### config.mk
export PLATFORM = sky130hd
export DESIGN_NAME = piso_serializer
export DESIGN_NICKNAME = d
export VERILOG_FILES = /design/src/rtl/piso_serializer.sv
export SDC_FILE = /design/constraint.sdc
export NUM_CORES = 1
export LEC_CHECK = 0
export ABC_AREA = 1
export CAP_MARGIN = 20
export CELL_PAD_IN_SITES_DETAIL_PLACEMENT = 1
export CELL_PAD_IN_SITES_GLOBAL_PLACEMENT = 1
export CORE_MARGIN = 2
export CORE_UTILIZATION = 35
export DETAILED_ROUTE_END_ITERATION = 10
export GPL_TIMING_DRIVEN = 0
export PLACE_DENSITY = 0.84
export SYNTH_ARGS = -nofsm -noshare
export SYNTH_HDL_FRONTEND = slang
export SYNTH_SLANG_ARGS = --single-unit
### constraint.sdc
create_clock -name i_clk -period 3.5 [get_ports i_clk]
set_input_delay 0.875 -clock i_clk [delete_from_list [all_inputs] [get_ports i_clk]]
set_output_delay 0.875 -clock i_clk [all_outputs]
set_load 0.01 [all_outputs]
### src/rtl/piso_serializer.sv
// Parallel-in/serial-out shifter: loads a WIDTH-bit word on a valid/ready handshake and shifts it out one bit per shift_en strobe.
// Latency: first bit is on o_sout the cycle after the accept edge; o_done pulses the cycle after the final slot is consumed.
// Backpressure: o_load_ready is low mid-frame; it rises in IDLE or in the final slot with shift_en, allowing gapless back-to-back frames.
//
// Optional feature macro: PISO_PARITY_EN. When defined, a parity slot (^data ^ PARITY_ODD) follows the data bits.
//
// Ports:
//   i_clk         clock, all state changes on posedge
//   i_rst_n       synchronous active-low reset
//   i_load_valid  producer has a word on i_pdata
//   o_load_ready  word can be accepted this cycle (combinational)
//   i_pdata       parallel word, sampled only on accept
//   i_shift_en    bit-rate strobe; the current bit slot ends on a posedge where it is high
//   o_sout        serial data (registered)
//   o_sout_valid  o_sout carries a frame bit (registered)
//   o_busy        frame in progress (same as o_sout_valid)
//   o_done        one-cycle pulse after a frame's final slot
module piso_serializer #(
  parameter int   WIDTH      = 8,
  parameter int   LSB_FIRST  = 0,
  parameter logic IDLE_LEVEL = 1'b0,
  parameter int   PARITY_ODD = 0
) (
  input  logic             i_clk,
  input  logic             i_rst_n,
  input  logic             i_load_valid,
  output logic             o_load_ready,
  input  logic [WIDTH-1:0] i_pdata,
  input  logic             i_shift_en,
  output logic             o_sout,
  output logic             o_sout_valid,
  output logic             o_busy,
  output logic             o_done
);

  localparam int            CW   = (WIDTH > 1) ? $clog2(WIDTH) : 1;
  localparam logic [CW-1:0] LAST = CW'(WIDTH - 1);

`ifdef PISO_PARITY_EN
  typedef enum logic [1:0] {S_IDLE, S_DATA, S_PAR} state_t;
`else
  typedef enum logic [1:0] {S_IDLE, S_DATA} state_t;
`endif

  state_t           r_state;
  logic [WIDTH-1:0] r_shift;
  logic [CW-1:0]    r_bit_cnt;
  logic             r_sout;
  logic             r_sout_valid;
  logic             r_done;
`ifdef PISO_PARITY_EN
  logic             r_par;
`endif

  logic w_final_slot;
  logic w_frame_end;
  logic w_load_ready;
  logic w_accept;
  logic w_first_bit;

`ifdef PISO_PARITY_EN
  assign w_final_slot = (r_state == S_PAR);
`else
  assign w_final_slot = (r_state == S_DATA) && (r_bit_cnt == LAST);
`endif

  // Frame end and a new accept can coincide, giving a gapless next frame.
  assign w_frame_end  = w_final_slot & i_shift_en;
  assign w_load_ready = (r_state == S_IDLE) | w_frame_end;
  assign w_accept     = i_load_valid & w_load_ready;
  assign w_first_bit  = (LSB_FIRST != 0) ? i_pdata[0] : i_pdata[WIDTH-1];

  always_ff @(posedge i_clk) begin
    if (!i_rst_n) begin
      r_state      <= S_IDLE;
      r_shift      <= '0;
      r_bit_cnt    <= '0;
      r_sout       <= IDLE_LEVEL;
      r_sout_valid <= 1'b0;
      r_done       <= 1'b0;
`ifdef PISO_PARITY_EN
      r_par        <= 1'b0;
`endif
    end else begin
      r_done <= w_frame_end;
      if (w_accept) begin
        r_state      <= S_DATA;
        r_shift      <= i_pdata;
        r_bit_cnt    <= '0;
        r_sout       <= w_first_bit;
        r_sout_valid <= 1'b1;
`ifdef PISO_PARITY_EN
        // Parity is taken from the word as loaded, before shifting destroys it.
        r_par        <= (^i_pdata) ^ (PARITY_ODD != 0);
`endif
      end else begin
        case (r_state)
          S_IDLE: begin
            // shift_en has no effect while idle
          end
          S_DATA: begin
            if (i_shift_en) begin
              if (r_bit_cnt == LAST) begin
`ifdef PISO_PARITY_EN
                r_state      <= S_PAR;
                r_sout       <= r_par;
`else
                r_state      <= S_IDLE;
                r_sout       <= IDLE_LEVEL;
                r_sout_valid <= 1'b0;
`endif
              end else begin
                r_bit_cnt <= r_bit_cnt + CW'(1);
                // The output end of the shift register always holds the bit on o_sout.
                if (LSB_FIRST != 0) begin
                  r_shift <= {1'b0, r_shift[WIDTH-1:1]};
                  r_sout  <= r_shift[1];
                end else begin
                  r_shift <= {r_shift[WIDTH-2:0], 1'b0};
                  r_sout  <= r_shift[WIDTH-2];
                end
              end
            end
          end
`ifdef PISO_PARITY_EN
          S_PAR: begin
            if (i_shift_en) begin
              r_state      <= S_IDLE;
              r_sout       <= IDLE_LEVEL;
              r_sout_valid <= 1'b0;
            end
          end
`endif
          default: begin
            r_state <= S_IDLE;
          end
        endcase
      end
    end
  end

  // The bit already presented at the output end is never re-read from the register;
  // PARITY_ODD is meaningful only in the parity build.
  logic w_unused;
  assign w_unused = ^{r_shift[0], r_shift[WIDTH-1], (PARITY_ODD != 0)};

  assign o_load_ready = w_load_ready;
  assign o_sout       = r_sout;
  assign o_sout_valid = r_sout_valid;
  assign o_busy       = r_sout_valid;
  assign o_done       = r_done;

endmodule

-- Word level (Yosys, flattened, before mapping)
Cells that the tools add are included.
- flip-flop bits (word level): 15
- input bits: 12
- output and inout port bits: 5
- logic and storage cells: 50
- add/subtract/negate cells: 1
- equal/unequal tests: 8
- mux-type cells: 16
- bitwise operators: 6
- reductions and logical operators: 12
- operator list (kind ; number):
    2-to-1 mux 7 bit ; 4
    AND reduction 3 bit ; 5
    2-to-1 mux 1 bit ; 9
    != test 2 bit, second input constant ; 3
    nonzero test 2 bit ; 3
    2-to-1 mux 2 bit ; 2
    case mux 2 bit (2 select lines) ; 1
    adder 3 x 1 -> 3 bit, second input constant ; 1
    == test 3 bit, second input constant ; 1
    != test 3 x 2 -> 1 bit, second input constant ; 1
    != test 3 bit, second input constant ; 1
    inverter 1 bit ; 3
    AND 1 bit ; 2
    == test 2 x 1 -> 1 bit, second input constant ; 1
    zero test 2 bit ; 1
    != test 2 x 1 -> 1 bit, second input constant ; 1
    AND reduction 2 bit ; 1
    OR reduction 2 bit ; 1
    logical AND 1 bit ; 1
    bitwise OR 1 bit ; 1

-- Logic depth before layout (Yosys ltp)
Gate-level depths: netlist of run 1.
- depth in word-level cells: 7
- mapped depth: 9
- gate-level depth less buffers: 9

-- Worst setup path before layout of run 1
OpenSTA, ideal clock, no wires.
- kind: input-to-output
- from: input i_shift_en
- to: output o_load_ready
- arrival time: 1175 ps
- data required time: 2625 ps
- setup slack: 1450 ps
- stages on the path: 3
- buffers on the path: 1
- cell sequence: nand3_2 nand2_1 buf_4
- longest elaborated chain between the ends: 2
- ends and longest elaborated chain (what ; RTL line ; RTL):
    from (decl) ; 29 ; input logic i_shift_en,
    AND 1 bit ; 68 ; assign w_frame_end = w_final_slot & i_shift_en;
    bitwise OR 1 bit ; 69 ; assign w_load_ready = (r_state == S_IDLE) | w_frame_end;
    to (decl) ; 27 ; output logic o_load_ready,
No other way between the ends.

-- Worst setup path in the final report of run 1
Same ends and word-level chain as after synthesis.

==> results of run 1 <==
==> critical path: stages <==
cell             delay (ns)
clkdlybuf4s50_1        0.50
nand3_2                0.10
nand2_1                0.11
buf_4                  0.18
clkdlybuf4s50_1        0.55
==> cell usage in the layout (no fill, tap or decap) <==
cell	Yosys	final
a21oi_1	12	12
buf_4	3	3
clkbuf_4	0	3
clkbuf_8	0	1
clkdlybuf4s50_1	0	16
clkinv_1	1	1
clkinv_2	1	1
dfxtp_1	14	14
ha_1	2	2
inv_1	16	16
inv_2	2	2
nand2_1	26	26
nand2_4	1	1
nand3_1	17	17
nand3_2	1	1
nor2_1	1	1
o211ai_1	1	1
o21ai_0	1	1
or2_0	1	1
==> report_power, final <==
part           switching [mW]  total [mW]  leakage [nW]  internal (mW)
sequential            0.00626       0.176         0.115          0.170
clock                  0.0579       0.121        0.0210         0.0634
combinational          0.0364      0.0711         0.296         0.0348
total                   0.101       0.369         0.433          0.268
==> layout make-up <==
| class | instances | area (um^2) |
|---|---|---|
| sequential | 14 | 280.3 |
| fill | 265 | 980.9 |
| inverter | 20 | 76.32 |
| timing repair buffer | 16 | 160.2 |
| buffer | 3 | 22.52 |
| tap | 27 | 33.78 |
| clock buffer | 4 | 36.28 |
| multi-input combinational | 63 | 311.5 |
==> sequential cells by signal, indices dropped and copies added (netlist names) <==
| name | count |
|---|---|
| r_shift | 7 |
| r_bit_cnt | 3 |
| o_busy | 1 |
| o_done | 1 |
| o_sout | 1 |
| r_state | 1 |
==> routing by layer <==
metal  vias up  wire (um)  global-route usage
li1        355          -                   -
met1       309        737              0.1866
met2        15        820              0.2894
met3         3         57             0.03704
met4         0         27             0.07143
met5         -          0                   0
==> stage by stage <==
| stage | util | worst slack, ns | total power, mW |
|---|---|---|---|
| 3_3_place_gp | 0.4651 | 0.3484 | 0.2484 |
| 4_1_cts | 0.4842 | 0.3062 | 0.3728 |
| 3_5_place_dp | 0.4651 | 0.3244 | 0.2515 |
| 5_1_grt | 0.4842 | 0.2464 | 0.3935 |
| 6_report | 0.4842 | 0.3073 | 0.3687 |
| 2_1_floorplan | - | 1.450 | 0.2202 |
==> cell usage after synthesis, drive strengths merged <==
master / n / area, um^2
a21oi: 12 / 60.06
buf: 3 / 22.52
clkinv: 2 / 8.750
dfxtp: 14 / 280.3
ha: 2 / 25.02
inv: 18 / 67.57
nand2: 27 / 108.9
nand3: 18 / 95.09
nor2: 1 / 3.750
o211ai: 1 / 7.510
o21ai: 1 / 5.000
or2: 1 / 6.260
==> kinds of logic (layout without fill, tap and decap cells) <==
logic type,after synthesis,after routing
flops,14,14
buf+inv,23,43
fa+ha+maj,2,2
compound gates,14,14
simple gates,47,47
==> worst min-delay path by stage <==
stage / from / endpoint / slack [ns] / cells after the start
after floorplan: r_bit_cnt[1]$_SDFFE_PP0P_ / r_bit_cnt[1]$_SDFFE_PP0P_ / 0.44 / 2
after global placement: r_bit_cnt[1]$_SDFFE_PP0P_ / r_bit_cnt[1]$_SDFFE_PP0P_ / 0.45 / 2
after detailed placement: r_shift[0]$_SDFFE_PN0P_ / r_shift[0]$_SDFFE_PN0P_ / 0.46 / 2
after CTS: r_shift[0]$_SDFFE_PN0P_ / r_shift[0]$_SDFFE_PN0P_ / 0.47 / 2
after global routing: r_bit_cnt[1]$_SDFFE_PP0P_ / r_bit_cnt[1]$_SDFFE_PP0P_ / 0.50 / 2
final: r_shift[0]$_SDFFE_PN0P_ / r_shift[0]$_SDFFE_PN0P_ / 0.47 / 2
==> qor.tcl, run 1 <==
set qor(global_route.usage.total) 0.1628
set qor(post_synthesis_simple_gate_area_fraction) 0.3098
set qor(powerDensity_nw_per_um2) 400.4
set qor(layout-drive-gt1-share) 0.1000
set qor(report.final.slew_viol_count) 0
set qor(insertedDiodeCount) 0
set qor(final_cell_count_no_fill) 147
set qor(htree_num_levels) 1
set qor(vias) 682
set qor(synth.mux.area_fraction) 0
set qor(tritoncts.num_buffers) 3
set qor(core_um2) 1902
set qor(nets_final) 135
set qor(antenna_left) 0
set qor(dp_hpwl_mm) 1.285
set qor(timing_hold_violations_final) 0
set qor(drt_first_iter_violations) 3
set qor(critical_path.endpoint_type) {output port}
set qor(outcome) {finished clean}
set qor(worst-setup-path-type) {primary input to output port}
set qor(clock_tree.buffer_depth) 2
set qor(worst_skew_ns) 0.001778
set qor(tritoncts) {built}
set qor(via_per_inst) 4.639
set qor(final_routed_wirelength_across_all_metal_layers_mm) 1.642
set qor(crit_end) {o_load_ready}
set qor(drt_drc_violations_left) 0
set qor(post-route-min-period_ns) 3.193
set qor(clkSlewWorstSetupHoldPaths_ns) 0.09
set qor(insertion_delay_ns) 0.29
set qor(grt_pass1_wl_mm) 2.973
set qor(syn_nets) 114
set qor(fp.dieW_um) 48.42
set qor(synth.yosys.warnings) 0
set qor(required_ns) 2.62
set qor(leakage_nw) 0.4326
set qor(synthesis_to_layout_area_growth_pct) 33.33
set qor(syn-instance-count) 100
set qor(timing.critical_path.from_type) {primary input}
set qor(totalNegativeSetupSlack_ns) 0
set qor(synth.lib_cells_used.distinct) 16
set qor(design_area_um2) 920.9
set qor(number_of_global_route_vias_before_repair) 696
set qor(dp_cells) 143
set qor(cts.repair_timing.setup_buffer_count) 0
set qor(clk_tree_root_cell) {clkbuf_4}
set qor(tritoncts_num_sinks) 14
set qor(gp_congestion) 0.7387
set qor(synth.avg_cell_area_um2) 6.907
set qor(worst_pin_slew_ns) 0.2950
set qor(timing.fmax_mhz) 313.2
set qor(max_cap_violations) 0
set qor(start_util) 0.3632
set qor(drt_pre_antenna_iters) 3
set qor(dominant_combinational_cell_family_by_area_after_synthesis) {simple AND/OR/NAND/NOR gates}
set qor(cts.repair.resized) 0
set qor(syn_area_um2) 690.7
set qor(relSlewSlack) 0.8029
set qor(design.portCount) 17
set qor(setup_viol) 0
set qor(post_synth_fa_ha_maj_area_fraction) 0.03623
set qor(fin_crit_sh) 0.9122
set qor(synth_compound_gate_area_share) 0.1051
set qor(maximum_number_of_pins_on_one_net_before_global_route_repair) 11
set qor(rr_startpoint) {r_bit_cnt[0]$_SDFFE_PP0P_}
set qor(worstHoldPathType) {register to register}
set qor(port_buffers) 16
set qor(antenna_found_initial) 0
set qor(synth_xor_xnor_area_share) 0
set qor(hold_fix_buffer_count_after_cts) 0
set qor(ys_seq_area_frac) 0.4058
set qor(timing.rr.end) {r_shift[1]$_SDFFE_PN0P_}
set qor(rrSetupSlack_ns) 1.96
set qor(rsz0062_at_grt) {false}
set qor(arrival_ns) 2.32
set qor(floorplan.rows) 16
set qor(timing.hold.ws_ns) 0.4704
set qor(placedInstanceArea_um2) 884.6
set qor(die_area_um2) 2345
set qor(die_height_um) 48.42
set qor(power.ir.vdd_worst_v) 0.0002096
set qor(ys_ff_latch) 14
set qor(critical_path.startpoint) {i_shift_en}
set qor(timing.reg2reg.worst_path_depth) 9
set qor(critPathMaxFanout) 10
set qor(globalRoute.totalOverflow) 0
set qor(routedWlPerCell_um) 11.17
No activity file was read; power rests on OpenSTA's default activity.
==> run 2: changes to the inputs <==
==> constraint.sdc (replaced) <==
create_clock -name i_clk -period 3.8 [get_ports i_clk]
set_input_delay 0.95 -clock i_clk [delete_from_list [all_inputs] [get_ports i_clk]]
set_output_delay 0.95 -clock i_clk [all_outputs]
set_load 0.01 [all_outputs]
==> results of run 2 <==
The final DEF is identical to that of run 1. Status: finished clean.
Main changes from that run: setup slack after placement 0.3244 ns -> 0.4744 ns; setup slack after layout 0.3073 ns -> 0.4573 ns; register-to-register setup slack 1.96 ns -> 2.26 ns; total power 0.3687 mW -> 0.3396 mW; worst IR drop on VDD 0.0002096 V -> 0.0001931 V
